<file path="config.mk">
export PLATFORM = sky130hd
export DESIGN_NAME = gpio_cmd_bridge
export DESIGN_NICKNAME = d
export VERILOG_FILES = /design/src/rtl/gpio_cmd_bridge_pkg.sv /design/src/rtl/gpio_cmd_bridge_strobe_sync_edge.sv /design/src/rtl/gpio_cmd_bridge.sv
export SDC_FILE = /design/constraint.sdc
export NUM_CORES = 1
export LEC_CHECK = 0
export BUFFER_PORTS_ARGS = -buffer_cell sky130_fd_sc_hd__buf_4
export CORE_AREA = 8 8 201 155
export CTS_BUF_LIST = sky130_fd_sc_hd__clkbuf_4 sky130_fd_sc_hd__clkbuf_8
export DETAILED_ROUTE_END_ITERATION = 8
export DIE_AREA = 0 0 209 163
export GPL_TIMING_DRIVEN = 0
export PLACE_DENSITY = 0.8
export SLEW_MARGIN = 10
export SYNTH_ARGS = -nofsm -noshare
export SYNTH_HDL_FRONTEND = slang
export SYNTH_SLANG_ARGS = --single-unit
</file>
<file path="constraint.sdc">
create_clock -name clk100 -period 21.8 [get_ports clk100]
set_input_delay 4.36 -clock clk100 [delete_from_list [all_inputs] [get_ports clk100]]
set_output_delay 4.36 -clock clk100 [all_outputs]
set_load 0.05 [all_outputs]
</file>
<file path="src/rtl/gpio_cmd_bridge_pkg.sv">
// rtl/gpio_cmd_bridge_pkg.sv - opcodes, FSM encoding and GPIO field layout for gpio_cmd_bridge
package gpio_cmd_bridge_pkg;

  localparam int GPIO_OPC_MSB = 31;
  localparam int GPIO_OPC_LSB = 24;
  localparam int GPIO_STB_BIT = 23;
  localparam int GPIO_ACK_BIT = 31;
  localparam int CNT_W        = 64;

  localparam logic [7:0] OPC_WRITE_CTRL = 8'h01;
  localparam logic [7:0] OPC_SOFT_RESET = 8'h02;
  localparam logic [7:0] OPC_SNAPSHOT   = 8'h03;
  localparam logic [7:0] OPC_READ_CTRL  = 8'h04;
  localparam logic [7:0] OPC_READ_BASE  = 8'h10;

  typedef enum logic [1:0] {
    IDLE      = 2'd0,
    EXEC      = 2'd1,
    RST_PULSE = 2'd2,
    ACK       = 2'd3
  } state_t;

  // 24-bit window into a 64-bit shadow; chunk 3 lies past the counter width
  function automatic logic [23:0] read_chunk(input logic [CNT_W-1:0] shadow,
                                             input logic [1:0] chunk);
    case (chunk)
      2'd0:    read_chunk = shadow[23:0];
      2'd1:    read_chunk = shadow[47:24];
      2'd2:    read_chunk = {8'h00, shadow[63:48]};
      default: read_chunk = 24'h000000;
    endcase
  endfunction

endpackage

</file>
<file path="src/rtl/gpio_cmd_bridge_strobe_sync_edge.sv">
// rtl/gpio_cmd_bridge_strobe_sync_edge.sv - strobe rising-edge detect, 2-flop sync under GPIO_CDC_EN
module gpio_cmd_bridge_strobe_sync_edge (
  input  logic clk100,
  input  logic reset,
  input  logic strobe_i,
  output logic strobe_o,
  output logic rise_o
);

  logic prev_q;

`ifdef GPIO_CDC_EN
  logic sync1_q, sync2_q;

  always_ff @(posedge clk100 or posedge reset) begin
    if (reset) begin
      sync1_q <= 1'b1;
      sync2_q <= 1'b1;
    end else begin
      sync1_q <= strobe_i;
      sync2_q <= sync1_q;
    end
  end

  assign strobe_o = sync2_q;
`else
  assign strobe_o = strobe_i;
`endif

  // Resetting to 1 masks a strobe that is already high when reset releases
  always_ff @(posedge clk100 or posedge reset) begin
    if (reset) prev_q <= 1'b1;
    else       prev_q <= strobe_o;
  end

  assign rise_o = strobe_o & ~prev_q;

endmodule

</file>
<file path="src/rtl/gpio_cmd_bridge.sv">
// rtl/gpio_cmd_bridge.sv - GPIO command decoder for the BER datapath; GPIO_CDC_EN adds strobe sync
module gpio_cmd_bridge #(
  parameter int NB_GPIOS   = 32,
  parameter int NB_CNT     = 64,
  parameter int RST_CYCLES = 16
) (
  input  logic                clk100,
  input  logic                reset,
  input  logic [NB_GPIOS-1:0] i_gpo,
  input  logic [NB_CNT-1:0]   i_bit_count_i,
  input  logic [NB_CNT-1:0]   i_error_count_i,
  input  logic [NB_CNT-1:0]   i_bit_count_q,
  input  logic [NB_CNT-1:0]   i_error_count_q,
  output logic [NB_GPIOS-1:0] o_gpi,
  output logic                o_tx_enable,
  output logic                o_rx_enable,
  output logic [1:0]          o_offset,
  output logic                o_soft_reset,
  output logic                o_cmd_error
);
  import gpio_cmd_bridge_pkg::*;

  state_t                  state_q, state_d;
  logic [7:0]              opc_q, opc_d;
  logic [3:0]              pay_q, pay_d;
  logic [3:0]              ctrl_q, ctrl_d;
  logic [23:0]             data_q, data_d;
  logic [7:0]              cnt_q, cnt_d;
  logic                    ack_q, ack_d;
  logic                    soft_q, soft_d;
  logic                    err_q, err_d;
  logic [3:0][NB_CNT-1:0]  shd_q, shd_d;
  logic                    stb, stb_rise;
  logic                    unused_gpo;

  assign unused_gpo = ^i_gpo[GPIO_STB_BIT-1:4];

  gpio_cmd_bridge_strobe_sync_edge u_stb (
    .clk100   (clk100),
    .reset    (reset),
    .strobe_i (i_gpo[GPIO_STB_BIT]),
    .strobe_o (stb),
    .rise_o   (stb_rise)
  );

  always_ff @(posedge clk100 or posedge reset) begin
    if (reset) begin
      state_q <= IDLE;
      opc_q   <= '0;
      pay_q   <= '0;
      ctrl_q  <= '0;
      data_q  <= '0;
      cnt_q   <= '0;
      ack_q   <= 1'b0;
      soft_q  <= 1'b0;
      err_q   <= 1'b0;
      shd_q   <= '0;
    end else begin
      state_q <= state_d;
      opc_q   <= opc_d;
      pay_q   <= pay_d;
      ctrl_q  <= ctrl_d;
      data_q  <= data_d;
      cnt_q   <= cnt_d;
      ack_q   <= ack_d;
      soft_q  <= soft_d;
      err_q   <= err_d;
      shd_q   <= shd_d;
    end
  end

  always_comb begin
    state_d = state_q;
    opc_d   = opc_q;
    pay_d   = pay_q;
    ctrl_d  = ctrl_q;
    data_d  = data_q;
    cnt_d   = cnt_q;
    err_d   = err_q;
    shd_d   = shd_q;
    case (state_q)
      IDLE: begin
        if (stb_rise) begin
          opc_d   = i_gpo[GPIO_OPC_MSB:GPIO_OPC_LSB];
          pay_d   = i_gpo[3:0];
          state_d = EXEC;
        end
      end
      EXEC: begin
        state_d = ACK;
        if (opc_q == OPC_WRITE_CTRL) begin
          ctrl_d = pay_q;
          data_d = {20'h00000, pay_q};
        end else if (opc_q == OPC_SOFT_RESET) begin
          data_d  = '0;
          cnt_d   = 8'(RST_CYCLES);
          state_d = RST_PULSE;
        end else if (opc_q == OPC_SNAPSHOT) begin
          shd_d  = {i_error_count_q, i_bit_count_q, i_error_count_i, i_bit_count_i};
          data_d = {23'h000000, (i_error_count_i == '0) && (i_error_count_q == '0)};
        end else if (opc_q == OPC_READ_CTRL) begin
          data_d = {20'h00000, ctrl_q};
        end else if (opc_q[7:4] == OPC_READ_BASE[7:4]) begin
          data_d = read_chunk(shd_q[opc_q[3:2]], opc_q[1:0]);
        end else begin
          data_d = 24'hFFFFFF;
          err_d  = 1'b1;
        end
      end
      RST_PULSE: begin
        cnt_d = cnt_q - 8'd1;
        if (cnt_q == 8'd1) state_d = ACK;
      end
      ACK: begin
        if (!stb) state_d = IDLE;
      end
      default: state_d = IDLE;
    endcase
  end

  // Registered decodes of the next state keep ack and the pulse glitch-free
  assign ack_d  = (state_d == ACK);
  assign soft_d = (state_d == RST_PULSE);

  assign o_gpi        = {ack_q, opc_q[6:0], data_q};
  assign o_tx_enable  = ctrl_q[0];
  assign o_rx_enable  = ctrl_q[1];
  assign o_offset     = ctrl_q[3:2];
  assign o_soft_reset = soft_q;
  assign o_cmd_error  = err_q;

endmodule

</file>
==> key figures, run 1 <==
Critical path
  – Slowest stage cell, crit path: nor4_1
  – Crit start category: primary input
  – Crit path buf inv count: 1
  – Max stage delay on crit path: 0.92 ns
  – Worst-path maximum fanout: 2
  – Reg2Reg Setup Slack: between 15 and 20 ns
  – CP Cell Sequence: buf_4 -> nor4_1 -> nand4_1 -> or4_1 -> nor2_1 -> a21o_1
  – Crit. End Element: flip-flop
  – Worst path top cell family by delay: simple AND/OR/NAND/NOR gates
  – Worst Path Arrival: 6.54 ns
  – CP required: about 22 ns
  – Worst Setup Path Type: in2reg

Routing
  – Final antenna-violating net count: 0
  – DR DRC count: 0
  – WL final: slightly below 50 mm
  – Vias: a little over 10000
  – First-pass DRT Iterations: 5
  – DR WL/cell: 28.3 um
  – Starting DRT DRC Count: about 850
  – Via density: between 5 and 6

Synth
  – Netlist cell types: 54
  – Cell taking the most area after synthesis: dfrtp_1
  – Synthesized area per cell: about 16 um^2
  – Post-synthesis sequential area ratio: 51.1%
  – FF+latch count, synth: 310
  – Share of the synthesized area in the top cell type: 51.0%
  – Synth top area cells: dfrtp_1 (51%), mux2_4 (18%), mux4_2 (9.4%)
  – EDFF count, synth: 0
  – Ys flop type: dfrtp_1
  – Syn Nets: ~1200
  – Post-synth ARST share: 100%
  – Cells after Synth: 950
  – Synth Cell Area: 15200 um^2
  – YS warnings: 0

Final layout
  – Share of cells above drive strength 1: 55.2%
  – Fin nets: roughly 1600
  – Commonest non-fill, non-tap cells in the layout: buf_4 (325), dfrtp_1 (309), mux2_4 (180)
  – Area grow syn2layout: 25.8%
  – Post-route cell area: 19100 um^2
  – Most common cell after layout, fill and taps aside: buf_4

Clock network
  – TritonCTS Buffers: a little under 50
  – # Post-CTS Setup Buffers: 0
  – CTS tree: built
  – Clock Pin Slew Worst Setup and Hold Paths: 0.06 ns
  – # hold bufs at CTS: 0
  – Root Buffer: clkbuf_8
  – H-Tree Depth: 2
  – Clock tree buffer depth: 3
  – Clock sink count: 310
  – Post-CTS Resized: 0
  – Clk_lat worst skew: 0.59 ns

Die
  – Die Ht: 163 um
  – I/O pins: 328
  – CORE AREA: approximately 28000 um^2
  – Row count: 53
  – Initial Util: 54.7%
  – Die area: 34100 um^2
  – Die width: 209 um

Global routing
  – First-pass GRT wire length: between 70 and 80 mm
  – Initial antenna violation count: 4
  – All-Layer GR Usage: 28.4%
  – Pin count of the biggest net entering global routing: 93
  – GRT overflow: 0
  – Vias in the first global route: roughly 11000

Status
  – Status: finished clean

Min path
  – Hold Crit Class: reg2reg

Timing
  – Pins over their slew limit: 0
  – Max Freq: between 150 and 200 MHz
  – Final period utilization: about 28%
  – Slew HR: 26.8%
  – Worst Skew: ~0.03 ns
  – Setup TNS: 0 ns
  – Fin. Hold Viols: 0
  – Setup violators final: 0
  – RSZ-0062 raised after global routing: false
  – Period minus WS final: between 6 and 7 ns
  – Slew at the pin closest to its max-slew limit: between 1 and 1.5 ns

Pwr
  – Leak: ~9.3 nW
  – PwrDens: 99.3 nW/um^2
  – Max VDD drop: 54.1 uV
  – Pwr Total: about 1.9 mW

Place
  – Detailed placement HPWL: 37.2 mm
  – Area after DPL: 18000 um^2
  – Gpl congestion: 0.927
  – Port buffer count: about 310

Job
  – Max Cap Violations: 0
-- registers in the layout, summed over array words and instances, names as in the netlist --
register and count:
shd_q 256, state_q 2, ack_q 1, cnt_q 8, o_cmd_error 1, o_soft_reset 1
data_q 24, opc_q 8, pay_q 4, u_stb.prev_q 1, ctrl_q 4
-- cell families (layout without fill, tap and decap cells) --
group	after synthesis	count (layout)	share of synthesized area, %
flops	310	310	51.1
xor+xnor	2	2	0.115
mux	347	347	34.8
fa+ha+maj	2	2	0.165
compound gates	79	79	3.63
buf+inv	74	474	5.11
other cells	0	2	0
simple gates	136	136	5.07
-- path summary, 6_finish.rpt --
check | start | to | depth (start not counted)
hold reg to reg | shd_q[175] | shd_q[175] | 1
setup / recovery | i_error_count_i[0] | data_q[0] | 6
min in group asynchronous | reset | opc_q[1] | 2
hold / removal | shd_q[175] | shd_q[175] | 1
setup reg to reg | opc_q[3] | data_q[23] | 6
max in group asynchronous | reset | shd_q[254] | 5
-- power by group --
part | switching, mW | internal (mW) | leakage, nW | total, mW
logic | 0.373 | 0.260 | 4.49 | 0.633
registers | 0.0679 | 0.659 | 4.23 | 0.727
clock network | 0.243 | 0.293 | 0.575 | 0.535
total | 0.684 | 1.21 | 9.29 | 1.90
-- metrics by stage --
step	hold WS (ns)	cells	setup slack (ns)	util, %
after floorplan	0.451	950	8.87	-
after global placement	0.453	1615	5.44	64.7
after detailed placement	0.469	1618	15.30	65.0
after CTS	0.483	1707	15.91	68.8
after global routing	0.498	1709	15.64	68.8
final	0.482	1709	15.77	68.8
-- Yosys cell counts, types with 4 or more instances --
cell,number
a221o_1,10
nor4_1,32
nand4_1,9
nor3_1,7
nor2b_1,8
o211ai_1,5
nor2_1,12
mux2i_1,13
mux4_2,63
clkbuf_1,5
a22oi_1,10
a21oi_1,16
buf_6,8
dfrtp_1,309
buf_2,13
o21ai_0,19
mux2_1,61
mux2_2,30
buf_12,22
mux2_4,180
inv_1,7
nand3_1,7
nand2_1,41
buf_4,17
nand2b_1,4
-- worst register-to-register path: stages (launching register included) --
cell	delay, ns
dfrtp_1	0.57
buf_4	0.31
buf_2	0.42
buf_2	0.54
mux4_2	0.50
mux2i_1	0.18
o21ai_0	0.09
-- area by class of cell --
type                       instances  area, um^2
buffer                            67         749
timing repair buffer             311        2390
sequential                       310        7760
multi-input combinational        566        6640
inverter                           7        33.8
clock buffer                      74         956
tap                              357         447
antenna                            2        5.00
clock inverter                    15         100
fill                            1928        8640
-- metal layers --
metal	track usage, %	up-vias	routed length, um
met1	38.7	5258	20500
li1	-	4324	-
met5	0	-	27
met2	41.9	536	21400
met4	8.66	4	1330
met3	10.7	97	5110
No activity file was read; power rests on OpenSTA's default activity.
==> run 2, diff against run 1 <==
clock period = 5.95 ns   (was 21.8 ns; I/O delays follow)
==> run 2 against run 1 <==
Compared with the run above:
- clock skew is 0.0027 ns lower
- register-to-register slack got worse by 16 ns
- sequential power increased to 3.7 times the previous value
- largest power group unchanged
- combinational power rose to 3.7 times the previous value
- final area is 0.19% higher
- routed wire length rose by 0.21%
- hold slack lost 0.0065 ns
- critical path type unchanged
==> key figures, run 2 (synthesized netlist as in run 1, its figures left out) <==
Clock network
  – Post-CTS Resized: 0
  – Clock tree buffer depth: 3
  – Clk_lat worst skew: between 0.5 and 0.6 ns
  – CTS tree: built
  – Clock sink count: 310
  – Clock Pin Slew Worst Setup and Hold Paths: 0.07 ns
  – Root Buffer: clkbuf_8
  – H-Tree Depth: 2
  – TritonCTS Buffers: 49
  – # hold bufs at CTS: 0
  – # Post-CTS Setup Buffers: 0

Critical path
  – Worst Setup Path Type: in2reg
  – Crit. End Element: flip-flop
  – Worst flop-to-flop path startpoint: opc_q[2]
  – Reg2reg end: data_q[1]
  – Reg2Reg Setup Slack: approximately 3.2 ns
  – Crit start category: primary input
  – CP required: around 6.5 ns
  – Worst Path Arrival: 3.60 ns
  – Worst-path maximum fanout: 2
  – Worst-case reg-to-reg path depth: 8

Final layout
  – Area grow syn2layout: 26.0%
  – Max FFs per register: 256
  – Layout filler cell count: 1946
  – Register area: 7760 um^2
  – Fin nets: 1610
  – Most common cell after layout, fill and taps aside: buf_4
  – Commonest non-fill, non-tap cells in the layout: buf_4 (325), dfrtp_1 (309), mux2_4 (180)
  – Multi-input logic area: 6640 um^2
  – Share of cells above drive strength 1: 55.3%
  – Top flop regs: shd_q (256), data_q (24)
  – Finished Layout Cells: ~1700
  – Reg with most FFs: shd_q

Pwr
  – Pwr Total: between 6 and 7 mW
  – Leak: 9.29 nW
  – PwrDens: 359 nW/um^2
  – Max VDD drop: 179 uV

Global routing
  – First-pass GRT wire length: between 70 and 80 mm
  – Initial antenna violation count: 5
  – All-Layer GR Usage: between 20% and 30%
  – Vias in the first global route: around 11000
  – GRT overflow: 0
  – Pin count of the biggest net entering global routing: 39

Routing
  – WL final: between 40 and 50 mm
  – Final antenna-violating net count: 0
  – Via density: 5.97
  – DR DRC count: 0
  – First-pass DRT Iterations: 5
  – Starting DRT DRC Count: about 900
  – DR WL/cell: 28.3 um
  – Vias: 10200

Timing
  – Setup violators final: 0
  – Slew at the pin closest to its max-slew limit: 1.25 ns
  – Period minus WS final: 3.08 ns
  – Pins over their slew limit: 0
  – Worst Skew: ~0.027 ns
  – Fin. Hold Viols: 0
  – Final period utilization: around half
  – Slew HR: 16.2%
  – WHS: 0.476 ns
  – Max Freq: between 300 and 400 MHz
  – RSZ-0062 raised after global routing: false

Die
  – CORE AREA: 27700 um^2
  – I/O pins: between 300 and 400
  – Initial Util: 54.7%
  – Die area: 34100 um^2
  – Die Ht: 163 um
  – Row count: between 50 and 60
  – Die width: 209 um

Min path
  – Hold Path Depth: 1
  – Hold Crit Class: reg2reg
  – Min-Delay Startpoint: o_cmd_error
  – Hold path endpoint: o_cmd_error

Place
  – Port buffer count: 308
  – Gpl congestion: 0.923
  – Detailed placement HPWL: 37.9 mm
  – Placed cells: 1624

Status
  – Status: finished clean

Job
  – Max Cap Violations: 0
==> run 2: cell types whose count changed in the layout (fill, tap and decap cells not counted) <==
cell / before / now
clkbuf_8: 64 / 58
clkbuf_4: 10 / 22
bufinv_16: 1 / 0
buf_16: 3 / 0
clkinv_2: 14 / 4
inv_8: 1 / 0
clkinvlp_4: 0 / 3
buf_12: 22 / 31
==> run 2: per-stage QoR <==
| stage | setup WS (ns) | setup TNS [ns] | instance area (um^2) | util (%) |
|---|---|---|---|---|
| 2_1_floorplan | 0.634 | 0 | 15200 | - |
| 3_3_place_gp | -1.13 | -337.74 | 17900 | 64.7 |
| 3_5_place_dp | 2.49 | 0 | 18100 | 65.4 |
| 4_1_cts | 3.11 | 0 | 19100 | 69.0 |
| 5_1_grt | 3.07 | 0 | 19100 | 69.0 |
| 6_report | 2.87 | 0 | 19100 | 69.0 |
==> run 2: worst max path at each step <==
stage                     end          startpoint  slack, ns
floorplan               ack_q               reset       0.63
global placement     cnt_q[5]               reset      -1.13
detailed placement  data_q[0]  i_error_count_i[0]       2.49
CTS                 data_q[0]  i_error_count_i[0]       3.11
global route        data_q[0]  i_error_count_i[0]       3.07
finish              data_q[0]  i_error_count_i[0]       2.87
==> run 2: power by group <==
group / total [mW] / switching, mW / internal, mW
sequential: 2.66 / 0.239 / 2.42
clock: 1.87 / 0.855 / 1.02
combinational: 2.33 / 1.37 / 0.959
==> run 2: area by class of cell <==
class / count / share of cell area [%]
sequential: 310 / 40.6
multi-input combinational: 566 / 34.7
timing repair buffer: 317 / 13.0
clock buffer: 80 / 5.04
buffer: 67 / 3.92
tap: 357 / 2.34
clock inverter: 6 / 0.183
inverter: 7 / 0.157
antenna: 2 / 0.0262
==> run 2: layer usage <==
metal	vias up	GRT usage, %	wire length, um
li1	4327	-	-
met1	5259	38.0	20500
met2	542	42.4	21500
met3	94	10.3	4950
met4	6	9.53	1500
met5	-	0	46
==> run 2: critical path, cell delays in order <==
cell and delay (ns):
buf_4 0.13, nor4_1 1.04, nand4_1 0.38, or4_1 0.60, nor2_1 0.13, a21o_1 0.12
